**config.mk**
```make
export PLATFORM = sky130hd
export DESIGN_NAME = scaler_frame_ctrl
export DESIGN_NICKNAME = d
export VERILOG_FILES = /design/src/rtl/scaler_pkg.sv /design/src/rtl/scaler_cfg_calc.sv /design/src/rtl/scaler_frame_ctrl.sv
export SDC_FILE = /design/constraint.sdc
export NUM_CORES = 1
export LEC_CHECK = 0
export BUFFER_PORTS_ARGS = -buffer_cell sky130_fd_sc_hd__buf_4
export CORE_ASPECT_RATIO = 1.2
export CORE_MARGIN = 10
export CORE_UTILIZATION = 50
export DETAILED_ROUTE_END_ITERATION = 6
export HOLD_SLACK_MARGIN = 0.15
export PLACE_DENSITY = 0.71
export SETUP_SLACK_MARGIN = 0.4
export SLEW_MARGIN = 20
export SYNTH_ARGS = -nofsm -noshare
export SYNTH_HDL_FRONTEND = slang
export SYNTH_HIERARCHICAL = 1
export SYNTH_SLANG_ARGS = --single-unit
```
**constraint.sdc**
```tcl
create_clock -name CLK_I -period 7.7 [get_ports CLK_I]
set_input_delay 0.385 -clock CLK_I [delete_from_list [all_inputs] [get_ports CLK_I]]
set_output_delay 0.385 -clock CLK_I [all_outputs]
set_load 0.005 [all_outputs]
```
**src/rtl/scaler_pkg.sv**
```systemverilog
// Shared definitions for the scaler frame controller: mode encodings, FSM states
// and the default input-port width.
package scaler_pkg;

  localparam int unsigned C_IN_PORT_NUM_DEF = 16;

  typedef enum logic [1:0] {
    MODE_BYPASS  = 2'd0,
    MODE_DIV2    = 2'd1,
    MODE_DIV4    = 2'd2,
    MODE_ILLEGAL = 2'd3
  } scale_mode_t;

  typedef enum logic [1:0] {
    ST_IDLE = 2'd0,
    ST_RUN  = 2'd1,
    ST_DONE = 2'd2
  } frame_state_t;

  // Shift amount for a scale mode; a disabled scaler never divides.
  function automatic logic [1:0] mode_shift(input logic enable, input logic [1:0] mode);
    return enable ? mode : 2'd0;
  endfunction

endpackage

```
**src/rtl/scaler_cfg_calc.sv**
```systemverilog
// Combinational validity check and derived output geometry for a candidate
// scaler configuration.
module scaler_cfg_calc
  import scaler_pkg::*;
#(
  parameter int unsigned C_IN_PORT_NUM = C_IN_PORT_NUM_DEF
) (
  input  logic        scale_enable,
  input  logic [1:0]  hmode,
  input  logic [1:0]  vmode,
  input  logic [15:0] hactive,
  input  logic [15:0] vactive,
  output logic        valid,
  output logic [15:0] line_beats,
  output logic [15:0] out_hactive,
  output logic [15:0] out_vactive
);

  localparam int unsigned PORT_SHIFT = $clog2(C_IN_PORT_NUM);

  logic [1:0]  hshift;
  logic [1:0]  vshift;
  logic [31:0] hmask;
  logic [31:0] vmask;

  always_comb begin
    hshift = mode_shift(scale_enable, hmode);
    vshift = mode_shift(scale_enable, vmode);
    // Divisibility by a power of two reduces to the low bits being zero.
    hmask  = (32'd1 << (PORT_SHIFT + 32'(hshift))) - 32'd1;
    vmask  = (32'd1 << vshift) - 32'd1;
    valid  = (hmode != MODE_ILLEGAL) && (vmode != MODE_ILLEGAL) &&
             (hactive != '0) && (vactive != '0) &&
             ((32'(hactive) & hmask) == '0) && ((32'(vactive) & vmask) == '0);
    line_beats  = hactive >> PORT_SHIFT;
    out_hactive = hactive >> hshift;
    out_vactive = vactive >> vshift;
  end

endmodule

```
**src/rtl/scaler_frame_ctrl.sv**
```systemverilog
// Frame-level controller for the scaler: shadows configuration at VS edges and
// tracks per-frame input/output beat counts against the expected geometry.
module scaler_frame_ctrl
  import scaler_pkg::*;
#(
  parameter int unsigned C_IN_PORT_NUM = C_IN_PORT_NUM_DEF,
  parameter int unsigned C_CNT_WIDTH   = 32
) (
  input  logic                   CLK_I,
  input  logic                   RST_I,
  input  logic                   VS_I,
  input  logic [15:0]            CFG_HACTIVE_I,
  input  logic [15:0]            CFG_VACTIVE_I,
  input  logic                   CFG_SCALE_ENABLE_I,
  input  logic [1:0]             CFG_HSCALE_MODE_I,
  input  logic [1:0]             CFG_VSCALE_MODE_I,
  input  logic                   CFG_UPDATE_I,
  input  logic                   IN_BEAT_I,
  input  logic                   OUT_BEAT_I,
  output logic                   SCALE_ENABLE_O,
  output logic [1:0]             HSCALE_MODE_O,
  output logic [1:0]             VSCALE_MODE_O,
  output logic [15:0]            HACTIVE_O,
  output logic [15:0]            VACTIVE_O,
  output logic [15:0]            LINE_BEATS_O,
  output logic [15:0]            OUT_HACTIVE_O,
  output logic [15:0]            OUT_VACTIVE_O,
  output logic                   FRAME_ACTIVE_O,
  output logic                   FRAME_DONE_O,
  output logic                   CFG_ERR_O,
  output logic                   CNT_ERR_O,
  output logic [C_CNT_WIDTH-1:0] IN_BEAT_CNT_O,
  output logic [C_CNT_WIDTH-1:0] OUT_BEAT_CNT_O
);

  localparam int unsigned PORT_SHIFT = $clog2(C_IN_PORT_NUM);

  frame_state_t           state_q, state_d;
  logic                   vs_d;
  logic                   pending;
  logic                   cfg_err_q;
  logic                   cnt_err_q;
  logic                   done_q, done_d;
  logic                   underrun, overrun;
  logic [C_CNT_WIDTH-1:0] in_cnt_q, in_cnt_d, in_inc;
  logic [C_CNT_WIDTH-1:0] out_cnt_q, out_cnt_d, out_inc;
  logic [C_CNT_WIDTH-1:0] exp_in_q, exp_out_q;
  logic                   exp_stale_q;

  logic                   en_q;
  logic [1:0]             hmode_q, vmode_q;
  logic [15:0]            hactive_q, vactive_q;
  logic [15:0]            line_beats_q, out_h_q, out_v_q;

  logic                   cand_valid;
  logic [15:0]            cand_line_beats, cand_out_h, cand_out_v;
  logic                   vs_edge, load_req, load_ok;

  scaler_cfg_calc #(
    .C_IN_PORT_NUM(C_IN_PORT_NUM)
  ) u_cfg_calc (
    .scale_enable(CFG_SCALE_ENABLE_I),
    .hmode       (CFG_HSCALE_MODE_I),
    .vmode       (CFG_VSCALE_MODE_I),
    .hactive     (CFG_HACTIVE_I),
    .vactive     (CFG_VACTIVE_I),
    .valid       (cand_valid),
    .line_beats  (cand_line_beats),
    .out_hactive (cand_out_h),
    .out_vactive (cand_out_v)
  );

  assign vs_edge  = VS_I & ~vs_d;
  assign load_req = vs_edge & (pending | CFG_UPDATE_I);
  assign load_ok  = load_req & cand_valid;
  assign in_inc   = (in_cnt_q  == '1) ? in_cnt_q  : in_cnt_q  + C_CNT_WIDTH'(1);
  assign out_inc  = (out_cnt_q == '1) ? out_cnt_q : out_cnt_q + C_CNT_WIDTH'(1);

  always_comb begin
    state_d   = state_q;
    in_cnt_d  = in_cnt_q;
    out_cnt_d = out_cnt_q;
    done_d    = 1'b0;
    underrun  = 1'b0;
    overrun   = 1'b0;
    if (vs_edge) begin
      state_d   = ST_RUN;
      in_cnt_d  = '0;
      out_cnt_d = '0;
      underrun  = (state_q == ST_RUN);
    end else begin
      case (state_q)
        ST_RUN: begin
          if (IN_BEAT_I)  in_cnt_d  = in_inc;
          if (OUT_BEAT_I) out_cnt_d = out_inc;
          // Expected totals lag a config load by one cycle; skip that cycle.
          if (!exp_stale_q && in_cnt_d == exp_in_q && out_cnt_d == exp_out_q) begin
            state_d = ST_DONE;
            done_d  = 1'b1;
          end
        end
        ST_DONE: begin
          if (IN_BEAT_I)  in_cnt_d  = in_inc;
          if (OUT_BEAT_I) out_cnt_d = out_inc;
          overrun = IN_BEAT_I | OUT_BEAT_I;
        end
        default: ;
      endcase
    end
  end

  always_ff @(posedge CLK_I) begin
    if (RST_I) begin
      state_q      <= ST_IDLE;
      vs_d         <= 1'b0;
      pending      <= 1'b0;
      cfg_err_q    <= 1'b0;
      cnt_err_q    <= 1'b0;
      done_q       <= 1'b0;
      in_cnt_q     <= '0;
      out_cnt_q    <= '0;
      exp_in_q     <= '0;
      exp_out_q    <= '0;
      exp_stale_q  <= 1'b0;
      en_q         <= 1'b0;
      hmode_q      <= '0;
      vmode_q      <= '0;
      hactive_q    <= '0;
      vactive_q    <= '0;
      line_beats_q <= '0;
      out_h_q      <= '0;
      out_v_q      <= '0;
    end else begin
      vs_d        <= VS_I;
      state_q     <= state_d;
      in_cnt_q    <= in_cnt_d;
      out_cnt_q   <= out_cnt_d;
      done_q      <= done_d;
      exp_stale_q <= load_ok;
      exp_in_q    <= C_CNT_WIDTH'(32'(line_beats_q) * 32'(vactive_q));
      exp_out_q   <= C_CNT_WIDTH'(32'(out_h_q >> PORT_SHIFT) * 32'(out_v_q));

      if (vs_edge)           pending <= 1'b0;
      else if (CFG_UPDATE_I) pending <= 1'b1;

      if (load_req) begin
        if (cand_valid) begin
          en_q         <= CFG_SCALE_ENABLE_I;
          hmode_q      <= CFG_HSCALE_MODE_I;
          vmode_q      <= CFG_VSCALE_MODE_I;
          hactive_q    <= CFG_HACTIVE_I;
          vactive_q    <= CFG_VACTIVE_I;
          line_beats_q <= cand_line_beats;
          out_h_q      <= cand_out_h;
          out_v_q      <= cand_out_v;
          cfg_err_q    <= 1'b0;
        end else begin
          cfg_err_q    <= 1'b1;
        end
      end

      // An underrun of the closing frame is reported even if a valid load lands on the same edge.
      if (underrun || overrun) cnt_err_q <= 1'b1;
      else if (load_ok)        cnt_err_q <= 1'b0;
    end
  end

  assign SCALE_ENABLE_O = en_q;
  assign HSCALE_MODE_O  = hmode_q;
  assign VSCALE_MODE_O  = vmode_q;
  assign HACTIVE_O      = hactive_q;
  assign VACTIVE_O      = vactive_q;
  assign LINE_BEATS_O   = line_beats_q;
  assign OUT_HACTIVE_O  = out_h_q;
  assign OUT_VACTIVE_O  = out_v_q;
  assign FRAME_ACTIVE_O = (state_q == ST_RUN);
  assign FRAME_DONE_O   = done_q;
  assign CFG_ERR_O      = cfg_err_q;
  assign CNT_ERR_O      = cnt_err_q;
  assign IN_BEAT_CNT_O  = in_cnt_q;
  assign OUT_BEAT_CNT_O = out_cnt_q;

endmodule

```
[Yosys cells after proc, flatten, opt, wreduce, memory -nomap -nowiden]
Cells that the tools add are included.
Word-level totals
  register bits after elaboration: 217
Cells by class
  add/subtract/negate cells: 5
  shifts and indexed selects: 4
  reduce and logical (&&, ||, !) cells: 22
  equality and inequality tests: 8
  muxes and demuxes: 22
  bitwise gates (word level): 9
  $mul: 2
Operator list (number)
  $mux W32: 8
  $pmux W32 S2: 2
  $add A32 B1 Y32 const B: 2
  $and A16 B32 Y32: 2
  $eq A32 B32 Y1: 2
  $eq A32 B32 Y1 const B: 2
  $logic_not A32 Y1: 2
  $sub A32 B1 Y32 const B: 2
  $mul A12 B16 Y28: 2
  $reduce_bool A16 Y1: 2
  $shl A1 B2 Y32 const A: 1
  $shl A1 B32 Y32 const A: 1
  $shr A16 B2 Y16: 2
  $mux W1: 10
  $reduce_bool A2 Y1: 4
  $logic_and A1 B1 Y1: 7
  $reduce_and A2 Y1: 3
  $add A3 B2 Y4 const A: 1
  $mux W2: 2
  $ne A2 B2 Y1 const B: 2
  $and A1 B1 Y1: 3
  $reduce_or A3 Y1: 1
  $eq A2 B1 Y1 const B: 1
  $eq A2 B2 Y1 const B: 1
  other kinds (5): 7

[Longest topological paths before layout]
  depth after elaboration: 11
  mapped depth: 25

[By module]
The synthesis kept the hierarchy.
Modules (own cells, without submodules)
  scaler_frame_ctrl: cells an instance 2923, times used 1, area each 24581.1 um2
  scaler_cfg_calc: cells an instance 119, times used 1, area each 1018.5 um2

[Worst setup path after synthesis]
No wires, ideal clock.
  path kind: register to register
  from: reg VACTIVE_O[7] (netlist name)
  to: reg exp_in_q[30]
  arrival: 6.378 ns
  slack: 1.201 ns
  setup time: 0.121 ns
  period minus slack after synthesis: 6.499 ns
  cell stages (with the launch flop): 26
  path through: dfxtp_1 > clkbuf_1 > clkbuf_1 > nand2_1 > fa_1 > inv_1 > fa_1 > inv_1 > fa_1 > inv_1 > fa_1 > fa_1 > inv_1 > fa_1 > inv_1 > ha_1 > clkbuf_1 > a21o_1 > a21o_1 > a211o_1 > o211ai_1 > a21oi_1 > nor3_2 > o21ai_0 > o41ai_1 > mux2_2
RTL lines
  to (signal assigned): RTL line scaler_frame_ctrl.sv:140  | exp_in_q <= C_CNT_WIDTH'(32'(line_beats_q) * 32'(vactive_q));
  to (decl): RTL line scaler_frame_ctrl.sv:47  | logic [C_CNT_WIDTH-1:0] exp_in_q, exp_out_q;

==> impl_metrics.csv <==
group,metric,value,unit
cts,clk_pin_slew,0.06,ns
sta,tns,0,ns
synth,synth_seq_cells,217,
sta,skew,0.01208,ns
worst_setup_path,end_kind,"register",
cells_and_area,area_delta_synth_final,11.74,%
floorplan,die_h,267.9,microns
worst_setup_path,cp_data_arrival_time,7.28,ns
cts,tritoncts.num_buffers,27,
synth,synth_top_area_share,26.12,%
run,maxCapViolCount,0,
worst_setup_path,cp-start-kind,"register",
floorplan,dieArea,60690,sq um
route,first_iter_violations,1415,
hold_path,min_from,"CFG_VACTIVE_I[6]",
worst_setup_path,rr_startpoint,"VACTIVE_O[2]",
sta,fin_crit_sh,88.70,%
synth,ys_warn_count,6,
sta,hold_violations,0,
grt,grtUsageTotal,25.33,%
grt,antenna_found_initial,1,
hold_path,min_path_type,"in2reg",
route,vias_per_cell,5.589,
cts,cts_tree,"built",
power_and_ir_drop,leakagePower,13.33,nW
sta,layout_min_cycle_time,6.830,ns
synth,synth_async_sr_flop_share,0,%
worst_setup_path,r2r-end,"exp_in_q[30]",
worst_setup_path,required,8.15,ns
floorplan,die_x,226.6,microns
status,status,"finished clean",
place,place_hpwl,61220,microns
place,gp_congestion,0.9447,
worst_setup_path,rrSetupSlack,0.87,ns
cts,worstSkewPairLatency,0.57,ns
floorplan,ios,196,
cts,cts_htree_levels,1,
synth,ys_seq_area_share,16.97,%
grt,grt_pass1_wl,123200,microns
sta,relSlewSlack,23.74,%
cells_and_area,diodes,0,
synth,synth_cells,3042,
cells_and_area,fin_nets,3717,
grt,grt_max_degree,93,
floorplan,start_util,50.74,%
place,port_buffers,195,
sta,setup_violations,0,
floorplan,rows,90,
synth,yosys.cell_types.count,85,
power_and_ir_drop,ir_drop,0.1413,mV
worst_setup_path,criticalPathCategory,"reg2reg",
sta,rsz0062_at_grt,"no",
route,post_drt_wl_per_cell,20.12,microns
route,vias,21390,
cells_and_area,layout-drive-gt1-share,10.52,%
cells_and_area,fillers,4649,
worst_setup_path,reg2reg_depth,20,
hold_path,hold_depth,3,
sta,worst_pin_slew,1.134,ns
synth,yosysMostFrequentCell,"nand2_1",
route,routed_wl,77010,microns
route,antenna_left,0,
power_and_ir_drop,cellPowerDensity,92.47,nW/um^2
cts,cts_max_path_buffers,3,
synth,synth_area_leaders,"fa_1, dfxtp_1, ha_1, nand2_1, inv_1",
hold_path,whs_endpoint,"VACTIVE_O[6]",
cts,cts_sinks,217,
cts,cts_root_buffer,"clkbuf_16",
route,drtPass1Iterations,5,
synth,synth_top_area_cell,"fa_1",
floorplan,coreArea,50450,sq um
cts,cts_resized,0,
cells_and_area,utilization,56.70,%
route,drcViolationCount,0,
synth,synthTopCellsByCount,"nand2_1, inv_1, fa_1, dfxtp_1, and2_1",
synth,syn-cell-area,25600,sq um
grt,grt.overflow.total,0,
worst_setup_path,path_max_fanout,18,
grt,grt_pass1_vias,22540,
synth,synth_edf_count,0,
sta,max_freq,146.4,MHz
synth,synth_area_per_cell,8.415,sq um
sta,drv_slew,0,
synth,ys.flop_type,"dfxtp_1",
==> registers in the layout, indices dropped and copies added (netlist names), 2 cells and up <==
signal,count
VACTIVE_O,16
OUT_VACTIVE_O,16
LINE_BEATS_O,16
HSCALE_MODE_O,2
exp_in_q,32
IN_BEAT_CNT_O,32
exp_out_q,28
HACTIVE_O,16
state_q,2
OUT_HACTIVE_O,16
OUT_BEAT_CNT_O,32
VSCALE_MODE_O,2
==> layer usage <==
layer / wire length, microns / share of wire (%) / up-vias / track usage (%)
li1: - / - / 9922 / -
met1: 32360 / 42 / 10560 / 32.74
met2: 35900 / 47 / 761 / 41.54
met3: 5294 / 6.9 / 155 / 3.981
met4: 3453 / 4.5 / 0 / 10.49
met5: 0 / 0 / - / 0
==> cell usage in the layout (no fill, tap or decap), types with 49 or more instances in the layout <==
master,Yosys,routed
dfxtp_1,217,217
and2_1,197,197
fa_1,334,334
ha_1,176,176
nor2_1,161,160
buf_4,28,230
xor2_1,77,77
inv_1,421,421
a21oi_1,153,153
xnor2_1,96,96
nand2_1,502,502
o21ai_0,49,49
==> report_power, final <==
part / switching [mW] / internal (mW) / total (mW)
clock: 0.545 / 0.811 / 1.36
combinational: 0.0938 / 0.0616 / 0.155
sequential: 0.00654 / 1.13 / 1.13
==> layout make-up <==
class | instances | area [sq um] | share of cell area (%)
Multi-Input combinational cell | 2237 | 18880 | 66.00
Timing Repair Buffer | 260 | 2027 | 7.086
Sequential cell | 217 | 4344 | 15.19
Clock inverter | 18 | 256.5 | 0.8967
Clock buffer | 31 | 710.7 | 2.485
Inverter | 421 | 1580 | 5.525
Tap cell | 644 | 805.8 | 2.817
==> how the worst max path moves through the flow <==
stage	from	endpoint	slack, ns	cells past startpoint
finish	VACTIVE_O[2]	exp_in_q[30]	0.87	20
global route	VACTIVE_O[2]	exp_in_q[30]	0.48	20
CTS	LINE_BEATS_O[8]	exp_in_q[30]	0.90	20
detailed placement	VACTIVE_O[1]	exp_in_q[30]	0.94	20
global placement	LINE_BEATS_O[7]	exp_in_q[30]	1.00	22
floorplan	VACTIVE_O[7]	exp_in_q[30]	1.20	25
==> repair_timing <==
item	CTS	global route
endpoints found under the hold margin	41	0
hold buffers	30	0
setup buffers	0	0
==> logic make-up (layout without fill, tap and decap cells) <==
kind of cell	count (synthesis)	in the layout	share of synthesized area, %
other	1	4	0.01465
buffers and inverters	591	730	9.394
AND/OR/NAND/NOR	1154	1154	22.18
AO/OA/AOI/OAI	339	339	8.299
adder cells (fa/ha/maj)	510	510	34.72
multiplexers	57	57	2.502
flip-flops	217	217	16.97
XOR/XNOR	173	173	5.919
==> worst max-delay path: stages, from the launching register on <==
cell	delay [ns]
dfxtp_1	0.85
nand2_1	0.17
fa_1	0.52
fa_1	0.54
inv_1	0.05
fa_1	0.49
fa_1	0.51
fa_1	0.49
inv_1	0.05
fa_1	0.48
inv_1	0.04
ha_1	0.37
a21o_1	0.22
a21o_1	0.19
a211o_1	0.29
o211ai_1	0.09
a21oi_1	0.10
nor3_2	0.32
o21ai_0	0.15
o41ai_1	0.40
mux2_2	0.38
==> stage by stage <==
step           hold WS [ns]  instance area, sq um  instances  setup slack (ns)  power, mW
5_1_grt              0.2171                 28600       3828            0.4809      2.721
4_1_cts              0.2127                 28600       3828            0.9028      2.666
3_5_place_dp         0.4529                 27340       3749            0.9447      1.298
2_1_floorplan        0.4396                 25610       3045             1.201      1.243
3_3_place_gp         0.4431                 27340       3749             1.001      1.296
6_report             0.2447                 28600       3828            0.8698      2.645
Power figures use the tool's default switching activity.
